`config.mk`:
```
export PLATFORM = sky130hd
export DESIGN_NAME = comparator
export DESIGN_NICKNAME = d
export VERILOG_FILES = /design/src/rtl/comparator_pkg.sv /design/src/rtl/comparator_core.sv /design/src/rtl/comparator.sv
export SDC_FILE = /design/constraint.sdc
export NUM_CORES = 1
export LEC_CHECK = 0
export ABC_AREA = 1
export CORE_AREA = 5 5 42 44
export DETAILED_ROUTE_END_ITERATION = 8
export DIE_AREA = 0 0 47 49
export GPL_TIMING_DRIVEN = 1
export PLACE_DENSITY = 0.55
export SYNTH_ARGS = -nofsm -noshare
export SYNTH_HDL_FRONTEND = slang
export SYNTH_SLANG_ARGS = --single-unit
export TNS_END_PERCENT = 50
```
`constraint.sdc`:
```
create_clock -name clk -period 1.58 [get_ports clk]
set_clock_uncertainty 0.2 [all_clocks]
set_input_delay 0.316 -clock clk [delete_from_list [all_inputs] [get_ports clk]]
set_output_delay 0.316 -clock clk [all_outputs]
set_load 0.03 [all_outputs]
```
`src/rtl/comparator_pkg.sv`:
```
// Shared types and defaults for the registered comparator and its combinational core.
package comparator_pkg;

  localparam int DEF_WIDTH     = 4;
  localparam int DEF_CNT_WIDTH = 16;

  typedef enum logic [1:0] {
    EQ = 2'd0,
    GT = 2'd1,
    LT = 2'd2
  } cmp_res_t;

endpackage : comparator_pkg

```
`src/rtl/comparator_core.sv`:
```
// Purely combinational magnitude comparison of a against b, unsigned or two's complement.
module comparator_core
  import comparator_pkg::*;
#(
  parameter int WIDTH  = DEF_WIDTH,
  parameter bit SIGNED = 1'b0
) (
  input  logic [WIDTH-1:0] a,
  input  logic [WIDTH-1:0] b,
  output cmp_res_t         res
);

  logic a_lt_b;

  generate
    if (SIGNED) begin : g_signed
      assign a_lt_b = $signed(a) < $signed(b);
    end else begin : g_unsigned
      assign a_lt_b = a < b;
    end
  endgenerate

  // NOTE: every always_comb output gets a default first so no path can infer a latch.
  always_comb begin
    res = EQ;
    if (a != b) begin
      res = a_lt_b ? LT : GT;
    end
  end

endmodule : comparator_core

```
`src/rtl/comparator.sv`:
```
// Registered comparator with one-cycle latency; COMPARATOR_STATS_EN adds saturating
// per-result event counters with a synchronous clear.
module comparator
  import comparator_pkg::*;
#(
  parameter int WIDTH     = DEF_WIDTH,
  parameter bit SIGNED    = 1'b0,
  parameter int CNT_WIDTH = DEF_CNT_WIDTH
) (
  input  logic                 clk,
  input  logic                 rst,
  input  logic                 in_valid,
  input  logic [WIDTH-1:0]     a,
  input  logic [WIDTH-1:0]     b,
`ifdef COMPARATOR_STATS_EN
  input  logic                 stats_clr,
  output logic [CNT_WIDTH-1:0] cnt_eq,
  output logic [CNT_WIDTH-1:0] cnt_gt,
  output logic [CNT_WIDTH-1:0] cnt_lt,
`endif
  output logic                 out_valid,
  output logic                 equal,
  output logic                 greater,
  output logic                 lower
);

  cmp_res_t res;

  comparator_core #(
    .WIDTH  (WIDTH),
    .SIGNED (SIGNED)
  ) u_core (
    .a   (a),
    .b   (b),
    .res (res)
  );

  logic out_valid_q, out_valid_d;
  logic equal_q, equal_d;
  logic greater_q, greater_d;
  logic lower_q, lower_d;

  // Flags only move on a valid sample; otherwise they hold the last result.
  always_comb begin
    out_valid_d = in_valid;
    equal_d     = equal_q;
    greater_d   = greater_q;
    lower_d     = lower_q;
    if (in_valid) begin
      equal_d   = (res == EQ);
      greater_d = (res == GT);
      lower_d   = (res == LT);
    end
  end

  // NOTE: sequential state uses non-blocking assignments so every register samples pre-edge values.
  always_ff @(posedge clk or posedge rst) begin
    if (rst) begin
      out_valid_q <= 1'b0;
      equal_q     <= 1'b0;
      greater_q   <= 1'b0;
      lower_q     <= 1'b0;
    end else begin
      out_valid_q <= out_valid_d;
      equal_q     <= equal_d;
      greater_q   <= greater_d;
      lower_q     <= lower_d;
    end
  end

  assign out_valid = out_valid_q;
  assign equal     = equal_q;
  assign greater   = greater_q;
  assign lower     = lower_q;

`ifdef COMPARATOR_STATS_EN
  logic [CNT_WIDTH-1:0] cnt_eq_q, cnt_eq_d;
  logic [CNT_WIDTH-1:0] cnt_gt_q, cnt_gt_d;
  logic [CNT_WIDTH-1:0] cnt_lt_q, cnt_lt_d;

  // Clear wins over a coincident increment; counters stick at all-ones.
  always_comb begin
    cnt_eq_d = cnt_eq_q;
    cnt_gt_d = cnt_gt_q;
    cnt_lt_d = cnt_lt_q;
    if (stats_clr) begin
      cnt_eq_d = '0;
      cnt_gt_d = '0;
      cnt_lt_d = '0;
    end else if (in_valid) begin
      unique case (res)
        EQ: if (cnt_eq_q != '1) cnt_eq_d = cnt_eq_q + CNT_WIDTH'(1);
        GT: if (cnt_gt_q != '1) cnt_gt_d = cnt_gt_q + CNT_WIDTH'(1);
        LT: if (cnt_lt_q != '1) cnt_lt_d = cnt_lt_q + CNT_WIDTH'(1);
        default: ;
      endcase
    end
  end

  always_ff @(posedge clk or posedge rst) begin
    if (rst) begin
      cnt_eq_q <= '0;
      cnt_gt_q <= '0;
      cnt_lt_q <= '0;
    end else begin
      cnt_eq_q <= cnt_eq_d;
      cnt_gt_q <= cnt_gt_d;
      cnt_lt_q <= cnt_lt_d;
    end
  end

  assign cnt_eq = cnt_eq_q;
  assign cnt_gt = cnt_gt_q;
  assign cnt_lt = cnt_lt_q;
`endif

endmodule : comparator

```
==> results_dict.tcl <==
set metrics [dict create \
    status "complete, no violations" \
    fillerInstances 160 \
    postRouteAntennaNets 0 \
    netlist-cell-type-count 10 \
    critical_path_s_largest_stage_delay_ps 450 \
    antenna_cells_inserted 0 \
    drt_wl_total_microns 615 \
    synth_warnings 0 \
    post-route-cell-area_sq_um 474.2 \
    vdd_drop_max_mv 0.3587 \
    post_synth_instance_area_sq_um 257.7 \
    maximum_number_of_pins_on_one_net_before_global_route_repair 5 \
    synthDominantCellAreaShare_pct 38.83 \
    drtIter0Drc 2 \
    cp_num_buf_inv 2 \
    clk_transition_reported_paths_ps 40 \
    dp_hpwl_microns 493 \
    worstPathArrival_ps 1450 \
    floorplan.die.height_microns 49 \
    post_layout_total_power_uw 363.3 \
    worst_skew_pair.late_latency_ps 230 \
    synth_sequential_area_ratio_pct 38.83 \
    hold_viol_final 0 \
    final_common_cell "sky130_fd_sc_hd__nand2_1" \
    cp.depth 8 \
    timing.fmax_ghz 0.6536 \
    min_path_type "in -> async" \
    cts_sinks 4 \
    mappedNetlistNets 49 \
    drt_pass_1_iters 2 \
    number_of_cts_inserted_buffers 3 \
    ff2ff_path_depth 2 \
    critical_path.reg2reg.startpoint "equal$_DFFE_PP0P_" \
    crit_path_start "b[1]" \
    post_cts_hold_buffer_count 0 \
    synthToLayoutAreaGrowth_pct 83.98 \
    htree_levels 1 \
    power_density_nw_per_um2 766.1 \
    crit_fanout 3 \
    drt-wirelength-per-cell_microns 9.179 \
    setup.worst_path.start_class "primary input" \
    vias 260 \
    rrSetupSlack_ps 760 \
    via_count_of_the_first_global_routing_pass 245 \
    top_usage_layer "met2" \
    cellInternalPower_uw 254.7 \
    die_w_microns 47 \
    ys_seq_elements 4 \
    critical_path.slowest_cell "sky130_fd_sc_hd__clkdlybuf4s50_1" \
    regToRegEndpoint "equal$_DFFE_PP0P_" \
    gp_congestion 0.6529 \
    worst-setup-path-type "in -> reg" \
    ctsRootBufferMaster "sky130_fd_sc_hd__clkbuf_4" \
    switching_power_uw 108.6 \
    start_util_pct 18.39 \
    synth_cells 34 \
    pre_cts_ws_ps -206.2 \
    post-route-worst-setup-slack_ps 49.94 \
    initial_antenna_violation_count 0 \
    floorplan.rows 14 \
    static-leakage-power_uw 0.0002525 \
    global_route.usage.met1_pct 5.740 \
    route.detailed.drc 0 \
    finalSetupViolations 0 \
    grt_first_pass_wirelength_microns 903 \
    timing.slew.headroom_pct 80.02 \
    final_layout_size_suffix_gt1_share_pct 21.57 \
    clockBufferDepth 2 \
    p_clk_share_pct 34.9 \
    grt_usage_pct 5.853 \
    groute.layer.met3.usage_pct 6.273 \
    timing.critical_path.to "lower$_DFFE_PP0P_" \
    drv.max_cap_violation_count 0 \
    grt_use_met2_pct 7.692 \
    placement.io_buffers 14 \
    final_core_utilization_pct 33.84 \
    power_frac_comb_pct 32.3 \
    switching_share_pct 29.89 \
    globalRoute.totalOverflow 0 \
    design.core.area_sq_um 1401 \
    die-area_sq_um 2303 \
    pin_count 15 \
    postPlaceCellArea_sq_um 415.4 \
    cp.required_ps 1500 \
    synth_top_cell_by_area "sky130_fd_sc_hd__dfrtp_1" \
    slew_violations 0 \
    tightest_slew_ps 301.0 \
    post_cts_buffers 0 \
    worst_setup_path_end_kind "register" \
    power.sequential.fraction_pct 32.8 \
    path_delay_family "buffers and inverters" \
    most_frequent_cells_in_the_layout "sky130_fd_sc_hd__nand2_1 (10), sky130_fd_sc_hd__clkdlybuf4s50_1 (9), sky130_fd_sc_hd__inv_1 (8)" \
    vias_per_cell 3.881 \
    path_cells "clkdlybuf4s50_1 > inv_1 > ha_4 > nand2_1 > nor2_2 > nor2_2 > nand3_1 > nand2_1" \
    nets 68 \
    avgSynthCellArea_sq_um 7.581 \
    cts_tree "yes" \
    finalCritPeriodShare_pct 96.84 \
    post_synth_main_area_contributors "sky130_fd_sc_hd__dfrtp_1 (39%), sky130_fd_sc_hd__ha_1 (19%), sky130_fd_sc_hd__nand2_1 (15%), sky130_fd_sc_hd__inv_1 (12%), sky130_fd_sc_hd__nor2_2 (4.9%)" \
    finalWorstPathRequiredPeriod_ps 1530 \
]
[how the worst min path moves through the flow]
stage | from | to | cells after the start
2_1_floorplan | rst | equal$_DFFE_PP0P_ | 1
3_3_place_gp | greater$_DFFE_PP0P_ | greater$_DFFE_PP0P_ | 2
3_5_place_dp | greater$_DFFE_PP0P_ | greater$_DFFE_PP0P_ | 2
4_1_cts | rst | greater$_DFFE_PP0P_ | 2
5_1_grt | rst | out_valid$_DFF_PP0_ | 2
6_report | rst | greater$_DFFE_PP0P_ | 2
[area by class of cell]
cell class	count	area (sq um)	share of cell area (%)
multi-input combinational	21	161.4	34.04
timing repair buffer	14	136.4	28.76
sequential	4	100.1	21.11
inverter	9	33.78	7.124
clock buffer	3	22.52	4.749
tap	16	20.02	4.222
[sequential cells by signal, indices dropped and copies added, names as in the netlist]
| name | count |
|---|---|
| equal | 1 |
| greater | 1 |
| lower | 1 |
| out_valid | 1 |
[synth_stat cells]
master	count
sky130_fd_sc_hd__nand2_1	10
sky130_fd_sc_hd__inv_1	8
sky130_fd_sc_hd__dfrtp_1	4
sky130_fd_sc_hd__ha_1	4
sky130_fd_sc_hd__nor2_1	2
sky130_fd_sc_hd__nor2_2	2
sky130_fd_sc_hd__a21oi_1	1
sky130_fd_sc_hd__inv_2	1
sky130_fd_sc_hd__nand2_2	1
sky130_fd_sc_hd__nand3_1	1
[stage by stage]
stage	TNS, ps	instances	hold slack, ps
floorplan	0	34	-117.9
global placement	-531.2	64	272.6
global route	-12.23	67	75.07
finish	0	67	63.11
detailed placement	-549.6	64	276.2
CTS	0	67	64.19
[layer usage]
metal  wire length (microns)  up-vias
met5                       0        -
met1                     242      120
met2                     312        7
met4                       0        0
met3                      60        0
li1                        -      133
[timing repair]
action | CTS | global route
pin swaps | 0 | 7
endpoints found under the setup margin | 3 | 2
resized for setup | 3 | 4
hold endpoints to repair | 0 | 0
[power groups by stage]
stage / clock network [uW] / registers (uW) / logic (uW)
final: 127 / 119 / 117
after global routing: 138 / 121 / 132
after CTS: 133 / 120 / 110
after detailed placement: 0 / 121 / 114
after global placement: 0 / 121 / 113
after floorplan: 0 / 144 / 37.3
[cells by family (layout without fill, tap and decap cells)]
family	after synthesis	after routing	synth area share [%]
AOI/OAI and AO/OA	1	1	1.940
adders and majority gates	4	4	19.42
DFF	4	4	38.84
and+or+nand+nor	16	16	26.70
buffers and inverters	9	26	13.11
Power figures use the tool's default switching activity.
